$ cat src/rtl/pwm_multi.sv
// Multi-channel PWM generator: shared prescaler and period counter, double-buffered duty per channel.
// Optional macro PWM_FADE_EN: at each period boundary, active duty steps by 1 toward shadow.
module pwm_multi #(
    parameter int CH       = 4,
    parameter int WIDTH    = 8,
    parameter int PRESCALE = 1,
    localparam int CHW     = (CH > 1) ? $clog2(CH) : 1
) (
    input  logic             clk,
    input  logic             rst,
    input  logic             en,
    input  logic             wr_en,
    input  logic [CHW-1:0]   wr_ch,
    input  logic [WIDTH-1:0] wr_data,
    output logic             period_start,
    output logic [CH-1:0]    led
);

    localparam int MAX = (1 << WIDTH) - 1;
    localparam int PW  = (PRESCALE > 1) ? $clog2(PRESCALE) : 1;

    logic [PW-1:0]    presc, presc_next;
    logic [WIDTH-1:0] cnt, cnt_next;
    logic             en_q, run, tick, boundary, wr_ok;
    logic [WIDTH-1:0] shadow      [CH];
    logic [WIDTH-1:0] active      [CH];
    logic [WIDTH-1:0] shadow_next [CH];
    logic [WIDTH-1:0] active_next [CH];
    logic [CH-1:0]    led_next;

    // The counters only advance once en has been high for a cycle, so the first
    // period after enabling spends its full first tick at cnt=0.
    always_comb begin
        // NOTE: every combinational output gets a default first so no latch is inferred.
        run      = en & en_q;
        tick     = run && (presc == PW'(PRESCALE - 1));
        boundary = tick && (cnt == WIDTH'(MAX - 1));
        wr_ok    = wr_en && (32'(wr_ch) < CH);

        presc_next = presc + PW'(1);
        if (!run || tick)
            presc_next = '0;

        cnt_next = cnt;
        if (!run || boundary)
            cnt_next = '0;
        else if (tick)
            cnt_next = cnt + WIDTH'(1);

        for (int i = 0; i < CH; i++) begin
            shadow_next[i] = shadow[i];
            if (wr_ok && wr_ch == CHW'(i))
                shadow_next[i] = wr_data;

            active_next[i] = active[i];
            if (!run) begin
                active_next[i] = shadow_next[i];
            end else if (boundary) begin
`ifdef PWM_FADE_EN
                // Fading steps toward the pre-write shadow, so boundary writes are not bypassed.
                if (active[i] < shadow[i])
                    active_next[i] = active[i] + WIDTH'(1);
                else if (active[i] > shadow[i])
                    active_next[i] = active[i] - WIDTH'(1);
`else
                active_next[i] = shadow_next[i];
`endif
            end

            led_next[i] = en && (cnt_next < active_next[i]);
        end
    end

    always_ff @(posedge clk or posedge rst) begin
        if (rst) begin
            presc        <= '0;
            cnt          <= '0;
            en_q         <= 1'b0;
            period_start <= 1'b0;
            led          <= '0;
            // NOTE: the duty arrays are small register banks and must read zero after reset, so they are reset here.
            for (int i = 0; i < CH; i++) begin
                shadow[i] <= '0;
                active[i] <= '0;
            end
        end else begin
            // NOTE: sequential state uses non-blocking assignments only.
            presc        <= presc_next;
            cnt          <= cnt_next;
            en_q         <= en;
            period_start <= boundary;
            led          <= led_next;
            for (int i = 0; i < CH; i++) begin
                shadow[i] <= shadow_next[i];
                active[i] <= active_next[i];
            end
        end
    end

endmodule

$ cat config.mk
export PLATFORM = sky130hd
export DESIGN_NAME = pwm_multi
export DESIGN_NICKNAME = d
export VERILOG_FILES = /design/src/rtl/pwm_multi.sv
export SDC_FILE = /design/constraint.sdc
export NUM_CORES = 1
export LEC_CHECK = 0
export ABC_CLOCK_PERIOD_IN_PS = 6350
export CELL_PAD_IN_SITES_DETAIL_PLACEMENT = 0
export CELL_PAD_IN_SITES_GLOBAL_PLACEMENT = 1
export CORE_AREA = 2 2 103 80
export CTS_CLUSTER_SIZE = 30
export DETAILED_ROUTE_END_ITERATION = 16
export DIE_AREA = 0 0 105 82
export GPL_ROUTABILITY_DRIVEN = 0
export PLACE_DENSITY = 0.86
export SYNTH_ARGS = -nofsm -noshare
export SYNTH_HDL_FRONTEND = slang
export SYNTH_SLANG_ARGS = --single-unit
$ cat constraint.sdc
create_clock -name clk -period 6.35 [get_ports clk]
set_input_delay 1.5875 -clock clk [delete_from_list [all_inputs] [get_ports clk]]
set_output_delay 1.5875 -clock clk [all_outputs]
set_load 0.03 [all_outputs]
# After elaboration in Yosys (flattened, before gate mapping)

Index checks and enable logic that the tools add are counted.

Bits in registers: 79
Input bits: 14
Output and inout bits: 5

$add $sub $neg: 2
Muxes and demuxes: 15
Magnitude comparators: 4
Reduce and logical (&&, ||, !) cells: 14
Eq/ne operators: 4
Bitwise gates (word level): 2

Operators with widths:

| cell                                          | number |
|---|---|
| 2-to-1 mux 8 bit                              | 14 |
| < comparator 8 bit                            | 4 |
| logical AND 1 bit                             | 10 |
| adder 8 x 1 -> 8 bit, second input constant   | 1 |
| == test 8 bit, second input constant          | 1 |
| == test 2 bit, second input constant          | 2 |
| == test 2 x 1 -> 1 bit, second input constant | 1 |
| zero test 2 bit                               | 1 |
| logical OR 1 bit                              | 2 |
| adder 1 bit, second input constant            | 1 |
| AND 1 bit                                     | 1 |
| zero test 1 bit                               | 1 |
| 2-to-1 mux 1 bit                              | 1 |
| inverter 1 bit                                | 1 |

# Longest topological paths before layout

Gate-level depths: netlist of the first run.

Word-level depth: 7
Depth in mapped cells: 12
Gate-level depth less buffers: 11

# Worst setup path after synthesis of the first run

OpenSTA, ideal clock, no wires.

Path type: input-to-reg
Start point: in wr_ch[0]
End point: reg led[0]
Library setup time: 82 ps
Stages on the path: 9
Slack: 2914 ps
Arrival time: 3354 ps
Path through: nor3b_4 -> mux2_2 -> nand2b_1 -> o21ai_0 -> ha_1 -> a21o_1 -> a211oi_1 -> o21ai_0 -> a31oi_1

RTL lines:

| element                | RTL line | text |
|---|---|---|
| start: declaration     | 13       | `input logic [CHW-1:0] wr_ch,` |
| end signal: assignment | 92       | `led <= led_next;` |
| end: declaration       | 16       | `output logic [CH-1:0] led` |

# Final worst setup path of the first run

Start point: in en
End point: reg led[1]

Cells in the longest elaborated chain, start to end: 7
Elaborated cells between the ends (all ways): 11
Those cells by class: order compare (1); mux (4); bitwise (1); reduce/logical (5)

Ends and longest elaborated chain:

| element                                              | RTL line | text |
|---|---|---|
| start: declaration                                   | 11       | `input logic en,` |
| AND 1 bit                                            | 35       | `run = en & en_q;` |
| logical AND 1 bit                                    | 36       | `tick = run && (presc == PW'(PRESCALE - 1));` |
| logical AND 1 bit                                    | 37       | `boundary = tick && (cnt == WIDTH'(MAX - 1));` |
| 2-to-1 mux 8 bit or logical OR 1 bit (tied branches) | 58, 45   |  |
| 2-to-1 mux 8 bit (on tied branches)                  | 56, 45   |  |
| < comparator 8 bit                                   | 70       | `led_next[i] = en && (cnt_next < active_next[i]);` |
| logical AND 1 bit (*)                                | 70       |  |
| net led_next[1]                                      | 29       | `logic [CH-1:0] led_next;` |

Mark *: on every way through the listed nets, which the timed path passes. The rest lies on a longest branch.

==> impl_metrics.ini, run 1 <==
[outcome]
status = complete, no violations

[clock_network]
h-tree-depth = 3
cts_hold_buf = 0
cts_setup_buffers = 0
clkTransAtPathRegs_ns = 0.08
clk_path_buf_depth = 2
numCtsBuffers = 9
clock_latency_ns = 0.34
cts_root_buffer = clkbuf_8
cts_tree = done
cts_resized = 0
clkSinkCount = 79

[timing]
worst_pin_slew_ns = 1.153
period_needed_ns = 4.289
finalSetupTns_ns = 0
relSlewSlack = 0.2283
fin_worst_skew_ns = 0.007744
setup_ws_ns = 2.061
slew_viol_final = 0
final_hold_viol_count = 0
rsz0062_at_grt = false
post-route-period-util = 0.6754
max_freq_mhz = 233.2
setup_viol = 0

[route]
highest_layer = met4
routedWlPerCell_um = 16.54
met1_length_mm = 3.782
drt_iter0_drc = 70
wl_met3_um = 297
met2WireLength_mm = 3.465
routed_wl_mm = 7.608
post_drt_via_cell_ratio = 5.511
antenna_left = 0
drc = 0
num_vias = 2535
firstDrtPassIters = 4

[floorplan]
core_area_um2 = 7637
die_x_um = 105
die_h_um = 82
initial_utilization = 0.5149
rows = 28
num_io_pins = 19
fp.dieArea_um2 = 8610

[worst_hold_path]
hold_start = active[21]
hp-class = reg -> reg

[logic_synthesis]
synth_area_per_cell_um2 = 11.92
syn_inst = 330
synth_warnings = 0
synthesis.area_um2 = 3933
yosysSeqAreaShare = 0.5027
synth.distinct_cells = 33
syn-num-nets = 374
ys_seq_elements = 79

[pwr]
pwr-share-seq = 0.505
internal_power_mw = 0.8826
switching_share = 0.2696
p_sw_mw = 0.3257
cellLeakagePower_nw = 1.996
clkPwrFrac = 0.312
irDropWorstVdd_mv = 0.1919
p_comb_frac = 0.183
powerDensity_nw_per_um2 = 274.4

[worst_setup_path]
critPathLaunchType = input pin
timing.rr.start = cnt[0]
crit_path_max_fanout = 52
timing.critical_path.from = en
crit_required_ns = 6.62
setup.worst_path.end_class = register
crit_arrival_ns = 4.56
worstSetupPathType = in -> reg

[finish]
diodes = 0
num-nets-final = 394
area_growth_pct = 11.96
drive_above_1_share = 0.1746
final_util = 0.5765

[run]
max-cap-violations = 0

[placed_design]
dp_hpwl_mm = 5.534
port_buffers = 18
dpl_worst_slack_ns = 1.715

[global_route]
grt_usage = 0.1982
grt_max_degree = 80
grt_pass1_wl_mm = 12.90
overflow = 0
antenna_found_initial = 0
grt_pass1_vias = 2552
==> state kept, by name, indices dropped and copies added, names as in the netlist <==
name and count:
led 4, active 32, presc 1, period_start 1, shadow 32, cnt 8, en_q 1
==> power by group through the flow <==
stage                     combinational [mW]  sequential (mW)  clock, mW
after detailed placement               0.222            0.620          0
after CTS                              0.224            0.610      0.386
after global placement                 0.216            0.617          0
after global routing                   0.251            0.619      0.414
final                                  0.221            0.610      0.377
after floorplan                        0.164            0.614          0
==> layout make-up <==
| class | count | area [um^2] |
|---|---|---|
| well taps | 105 | 131.4 |
| flip-flops and latches | 79 | 1977 |
| inverters | 2 | 8.758 |
| multi-input cells | 238 | 1886 |
| clock buffers | 10 | 137.6 |
| repair buffers | 20 | 195.2 |
| fillers | 678 | 3234 |
| clock inverters | 6 | 67.56 |
==> through the flow <==
| step | std cells | instance area [um^2] | hold slack, ns | total power, mW |
|---|---|---|---|---|
| 5_1_grt | 460 | 4403 | 0.5071 | 1.284 |
| 2_1_floorplan | 330 | 3933 | 0.4587 | 0.7787 |
| 3_5_place_dp | 444 | 4198 | 0.4745 | 0.8425 |
| 6_report | 460 | 4403 | 0.4891 | 1.208 |
| 4_1_cts | 460 | 4403 | 0.4927 | 1.220 |
| 3_3_place_gp | 444 | 4198 | 0.4685 | 0.8334 |
==> metal layers <==
layer  vias to the layer above  global-route usage
li1                       1238                   -
met1                      1244              0.2755
met2                        46              0.3169
met3                         7             0.04841
met4                         0             0.04800
met5                         -                   0
==> final timing paths <==
check / slack, ns / to / cells past startpoint
setup / recovery: 2.06 / led[1] / 11
hold / removal: 0.49 / active[21] / 1
setup reg to reg: 2.77 / led[1] / 12
hold reg to reg: 0.49 / active[21] / 1
max in group asynchronous: 3.86 / en_q / 3
min in group asynchronous: 1.86 / active[25] / 3
==> cells by family after synthesis <==
kind of cell / count (synthesis) / synth area share
other: 1 / 0.0009536
buffers and inverters: 13 / 0.01782
xor gates and xnor gates: 8 / 0.01782
AOI/OAI and AO/OA: 87 / 0.1448
DFF: 79 / 0.5027
muxes: 36 / 0.1031
and+or+nand+nor: 76 / 0.1174
adders and majority gates: 30 / 0.09545
==> critical path: stages <==
cell,delay (ns)
clkdlybuf4s50_1,0.51
and2_1,0.27
o21ai_4,0.43
buf_4,0.55
nand2b_1,0.13
o21ai_0,0.10
ha_1,0.27
a21o_1,0.18
a211oi_1,0.22
o21ai_0,0.13
a31oi_1,0.15
==> synthesized netlist by cell type, drive strengths merged <==
| library cell | instances | area share |
|---|---|---|
| xor2 | 3 | 0.0067 |
| xnor2 | 5 | 0.011 |
| nand3 | 10 | 0.014 |
| nand2 | 6 | 0.0057 |
| nand4 | 3 | 0.0064 |
| mux2 | 36 | 0.10 |
| o21ai | 33 | 0.045 |
| nor2 | 14 | 0.013 |
| nand3b | 2 | 0.0057 |
| nor3 | 2 | 0.0025 |
| a21o | 8 | 0.015 |
| and3 | 1 | 0.0016 |
| conb | 1 | 0.00095 |
| a31oi | 4 | 0.0064 |
| nand2b | 32 | 0.051 |
| nor4 | 2 | 0.0032 |
| ha | 30 | 0.095 |
| and2 | 1 | 0.0016 |
| nor3b | 1 | 0.0048 |
| inv | 2 | 0.0019 |
| a21oi | 5 | 0.0064 |
| nor2b | 1 | 0.0016 |
| a211oi | 4 | 0.0076 |
| o2111ai | 4 | 0.0089 |
| buf | 11 | 0.016 |
| o21a | 29 | 0.055 |
| nand4b | 1 | 0.0060 |
| dfrtp | 79 | 0.50 |
==> layout by cell type (no fill, tap or decap), drive strengths merged, types with 2 or more instances in the layout <==
| cell | instances |
|---|---|
| nand3b | 2 |
| o2111ai | 4 |
| a211oi | 4 |
| nor2 | 14 |
| o21a | 29 |
| nand4 | 3 |
| a21o | 8 |
| inv | 2 |
| nand2 | 6 |
| clkdlybuf4s50 | 18 |
| mux2 | 36 |
| clkbuf | 10 |
| clkinvlp | 2 |
| clkinv | 3 |
| nand2b | 32 |
| nor3 | 2 |
| nand3 | 10 |
| a31oi | 4 |
| o21ai | 33 |
| xnor2 | 5 |
| xor2 | 3 |
| a21oi | 5 |
| dfrtp | 79 |
| ha | 30 |
| nor4 | 2 |
| buf | 2 |
(Power assumes the default switching activity.)
==> run 2: changes to the inputs <==
==> config.mk (replaced) <==
export PLATFORM = sky130hd
export DESIGN_NAME = pwm_multi
export DESIGN_NICKNAME = d
export VERILOG_FILES = /design/src/rtl/pwm_multi.sv
export SDC_FILE = /design/constraint.sdc
export NUM_CORES = 1
export LEC_CHECK = 0
export ABC_CLOCK_PERIOD_IN_PS = 4200
export CELL_PAD_IN_SITES_DETAIL_PLACEMENT = 0
export CELL_PAD_IN_SITES_GLOBAL_PLACEMENT = 1
export CORE_AREA = 2 2 107 83
export CTS_CLUSTER_SIZE = 30
export DETAILED_ROUTE_END_ITERATION = 16
export DIE_AREA = 0 0 109 85
export GPL_ROUTABILITY_DRIVEN = 0
export PLACE_DENSITY = 0.81
export SYNTH_ARGS = -nofsm -noshare
export SYNTH_HDL_FRONTEND = slang
export SYNTH_SLANG_ARGS = --single-unit
==> constraint.sdc (replaced) <==
create_clock -name clk -period 4.2 [get_ports clk]
set_input_delay 1.05 -clock clk [delete_from_list [all_inputs] [get_ports clk]]
set_output_delay 1.05 -clock clk [all_outputs]
set_load 0.03 [all_outputs]
==> run 2 against run 1 <==
Register-to-register slack got worse by 1.8 ns; clock power increased by 66%; highest routed layer unchanged; largest power group unchanged; count of clock-buffer cells in the layout decreased by 1; non-clock buffer count increased by 3; total power increased by 56%; flip-flop and latch count unchanged.
==> impl_metrics.ini, run 2 (synthesis results as in run 1) <==
[outcome]
status = complete, no violations

[floorplan]
die_x_um = 109
num_io_pins = 19
die_h_um = 85
initial_utilization = 0.4774
rows = 29
fp.dieArea_um2 = 9265
core_area_um2 = 8237

[clock_network]
clkTransAtPathRegs_ns = 0.08
cts_setup_buffers = 0
cts_hold_buf = 0
clk_path_buf_depth = 2
cts_resized = 0
clock_latency_ns = 0.37
numCtsBuffers = 9
cts_tree = done
clkSinkCount = 79
cts_root_buffer = clkbuf_8
h-tree-depth = 3

[worst_setup_path]
worstReg2RegEnd = led[2]
crit_arrival_ns = 3.82
rr_worst_depth = 12
r2r_slack_ns = 1.01
setup.worst_path.end_class = register
timing.rr.start = cnt[0]
path_delay_family = compound AO/OA/AOI/OAI gates
path_cells = clkdlybuf4s50_1 -> and2_1 -> o21ai_4 -> nor2_1 -> ha_1 -> a21o_1 -> a211oi_1 -> o21ai_0 -> a31oi_1
crit_required_ns = 4.48
crit_cells = 9
cpPeakStageDelay_ns = 0.63
crit_buf_inv = 1
critPathLaunchType = input pin
cpMaxStageDelayCell = clkdlybuf4s50_1
crit_path_max_fanout = 30
worstSetupPathType = in -> reg

[pwr]
powerDensity_nw_per_um2 = 423.9
cellLeakagePower_nw = 2.019
p_total_mw = 1.889
irDropWorstVdd_mv = 0.2612

[route]
firstDrtPassIters = 4
num_vias = 2538
post_drt_via_cell_ratio = 5.446
routedWlPerCell_um = 17.23
antenna_left = 0
drt_iter0_drc = 114
drc = 0
routed_wl_mm = 8.027

[finish]
stdcell_count = 466
mostFrequentLayoutCells = dfrtp_1, mux2_2, nand2b_1, o21ai_0, ha_1
final_common_cell = dfrtp_1
top_regs = active: 32 flops, shadow: 32 flops, cnt: 8 flops
diodes = 0
drive_above_1_share = 0.1816
fillers = 745
area_growth_pct = 13.33
num-nets-final = 397

[timing]
final_hold_viol_count = 0
rsz0062_at_grt = false
period_needed_ns = 3.534
setup_ws_ns = 0.6656
setup_viol = 0
finalSetupTns_ns = 0
max_freq_mhz = 282.9
post-route-period-util = 0.8415
fin_worst_skew_ns = 0.008828
worst_pin_slew_ns = 0.8550
worst_hold_slack_ns = 0.4892
slew_viol_final = 0
relSlewSlack = 0.4300

[global_route]
grt_pass1_wl_mm = 13.34
grt_usage = 0.1946
grt_pass1_vias = 2553
overflow = 0
antenna_found_initial = 0
grt_max_degree = 60

[worst_hold_path]
hold_end = active[25]
hp-class = reg -> reg
holdPathStages = 1
hold_start = active[25]

[placed_design]
dp_hpwl_mm = 5.769
dpl.cell_count = 450
dpl_worst_slack_ns = 0.3287
port_buffers = 18

[run]
max-cap-violations = 0
## run 2: worst reg2reg max path: stages, from the launching register on
cell,delay [ns]
dfrtp_1,0.47
inv_1,0.09
ha_1,0.20
nand4b_4,0.14
o21ai_4,0.64
buf_12,0.32
nand2b_1,0.15
o21ai_0,0.11
ha_1,0.29
a21o_1,0.19
a211oi_1,0.23
o21ai_0,0.13
a31oi_1,0.17
## run 2: how the worst max path moves through the flow
stage / start / endpoint
after global routing: en / led[3]
after floorplan: rst / active[0]
after global placement: en / led[3]
after detailed placement: en / led[3]
final: en / led[2]
after CTS: en / led[3]
## run 2: cell type report
class | count | area, um^2 | share of cell area
clock inverter | 7 | 96.34 | 0.02162
inverter | 2 | 8.758 | 0.001965
timing repair buffer | 23 | 230.2 | 0.05166
multi-input combinational | 238 | 1886 | 0.4231
tap | 108 | 135.1 | 0.03032
clock buffer | 9 | 123.9 | 0.02779
sequential | 79 | 1977 | 0.4436
## run 2: per-layer routing
metal  vias up  GRT usage  share of wire  routed length, um
met2        38     0.2778           0.43               3485
met4         0    0.07459          0.014                110
met1      1241     0.2854           0.51               4128
li1       1244          -              -                  -
met5         -          0              0                  0
met3        15    0.04839          0.038                302
## run 2: metrics by stage
step / area, um^2 / utilization
floorplan: 3933 / -
global placement: 4237 / 0.5144
detailed placement: 4237 / 0.5144
CTS: 4457 / 0.5411
global route: 4457 / 0.5411
finish: 4457 / 0.5411
## run 2: report_power, final
part / internal, mW / leakage (nW) / switching (mW) / total, mW
clock network: 0.335 / 0.102 / 0.290 / 0.625
logic: 0.166 / 0.972 / 0.175 / 0.341
registers: 0.879 / 0.946 / 0.0451 / 0.924
==> RTL change 1, RTL diff (settings of run 2) <==
The option `PWM_FADE_EN` is turned on by a define.
--- a/src/rtl/pwm_multi.sv
+++ b/src/rtl/pwm_multi.sv
@@ -2,2 +2,4 @@
 // Optional macro PWM_FADE_EN: at each period boundary, active duty steps by 1 toward shadow.
+`define PWM_FADE_EN
+
 module pwm_multi #(
Check against the original RTL: same outputs for any inputs over 10 cycles, from zero or initial values and one cycle with rst high; that may be too few to reach the edited logic, so the function may still have changed.
==> RTL change 1 against run 2 <==
The run now fails in global placement without I/O (3_1_place_gp_skip_io). Area after synthesis is 50% higher.
==> RTL change 1: results (changes against run 2) <==
die span in x 109 um (unchanged); Ys Warns 0 (unchanged); asr flop ratio synth 1.000 (unchanged); tool error [ERROR GPL-0301] Utilization 102.120 % exceeds 100%.; status aborted with a tool error; ranking of synthesized cells by area dfrtp_1, ha_1, a21oi_1; Netlist cell types 57 (+73%); last step reached global placement without I/O (3_1_place_gp_skip_io); Yosys reg bits 79 (unchanged); Seq/Total Area, Yosys 0.3340 (-0.1687); Post-Synthesis Mean Instance Area 9.105 um2 (-24%); dominant synthesized flop cell dfrtp_1; most frequent cells after synthesis dfrtp_1, ha_1, a21oi_1, inv_1, nor2_1; Synthesized Nets 734 (+96%)
[RTL change 1: cell count changes after synthesis, sizes merged, moves of 15 or more]
cell,run 2,this run
inv,2,55
ha,30,70
o21a,29,13
nand2b,32,7
nand3,10,25
mux2i,0,18
nor2,14,40
a21oi,5,55
nand2,6,32
[RTL change 1: kinds of logic after synthesis]
logic type               count (synthesis)  synth area share
flip-flops                              79            0.3340
other                                    1         0.0006336
XOR/XNOR                                30           0.04440
adder cells (fa/ha/maj)                 70            0.1480
AND/OR/NAND/NOR                        187            0.1662
buffers and inverters                   72           0.04630
AO/OA/AOI/OAI                          169            0.1844
multiplexers                            42           0.07611
==> RTL change 2, RTL diff (flow settings as in run 2) <==
Made on the original files. Reset style: synchronous (`rst`), changed in one clocked block.
--- a/src/rtl/pwm_multi.sv
+++ b/src/rtl/pwm_multi.sv
@@ -73,3 +73,3 @@
 
-    always_ff @(posedge clk or posedge rst) begin
+    always_ff @(posedge clk) begin
         if (rst) begin
Behaviour: differs if rst is asserted again (counterexample within 4 cycles, from zero or initial values and one cycle with rst high); with rst held inactive, the same outputs for 10 cycles.
==> RTL change 2 against run 2 <==
Area after synthesis is 3.6% lower. Sequential cell count stayed put. Power is 24% lower. Clock power is 22% lower. Setup slack worse by 170 ps. Via count is 0.43% lower. Wire length is 5.7% lower. Maximum frequency is 4.6% lower. Final cell count is 5.8% higher. Final area is 5.6% lower.
==> RTL change 2: results (changes against run 2) <==
status finished clean; CP required 4490 ps (about the same); worst-path fanout max 16 (-47%); inverters 8 (+6); nets@finish 425 (+7.1%); largest net degree at the start of global routing 74 (+23%); number of global-route vias before repair 2,507 (-1.8%); drt first-iter violations 117 (+2.6%); Synthesized Nets 399 (+6.7%); total power 1.444 mW (-24%); switching portion of total power 0.2503 (-0.01918); asr flop ratio synth 0 (-1.000); Non-clock buffer share 0.06124 (+0.009580); layout cells sized above 1 0.1714 (-0.01014); worst vdd ir 0.2248 mV (-14%); # clk buffers 14 (+5); sequential power share 0.543 (+0.054); clk tree area frac 0.03746 (-0.01196); fraction of area in multi-input gates 0.4863 (+0.06325); fraction of area in registers 0.3757 (-0.06783); # fillers 767 (+3.0%); pre-CTS setup slack 131.8 ps (-196.8 ps); first-pass GRT wire length 12,630 um (-5.3%); DR vias 2,527 (-0.43%); Inst Count DP 478 (+6.2%); Seq/Total Area, Yosys 0.4173 (-0.08540); vias per cell 5.126 (-5.9%); ranking of synthesized cells by area dfxtp_1, ha_1, mux2_2; multi-input combinational cell count 254 (+6.7%); detailed-route wire length 7572 um (-5.7%)
[RTL change 2: cell count changes after synthesis, moves of 26 or more]
| cell | before | now |
|---|---|---|
| dfrtp_1 | 79 | 0 |
| o21ai_0 | 30 | 4 |
| mux2i_1 | 0 | 33 |
| nor2b_1 | 1 | 33 |
| nand2b_1 | 32 | 1 |
| dfxtp_1 | 0 | 79 |
| nor2_1 | 14 | 45 |
[RTL change 2: metal layers]
metal  wire length (um)  track usage  part of all wire  vias up
met1               4024       0.2483              0.53     1183
met2               3165       0.2716              0.42       29
met3                264      0.05914             0.035       12
li1                   -            -                 -     1303
met4                119      0.06061             0.016        0
met5                  0            0                 0        -
[RTL change 2: final timing paths]
check	end	depth (start not counted)	slack, ps	from
hold / removal	active[1][3]	2	490	active[1][3]
setup reg to reg	led[0]	10	1040	cnt[3]
setup / recovery	led[0]	11	490	en
hold reg to reg	active[1][3]	2	490	active[1][3]
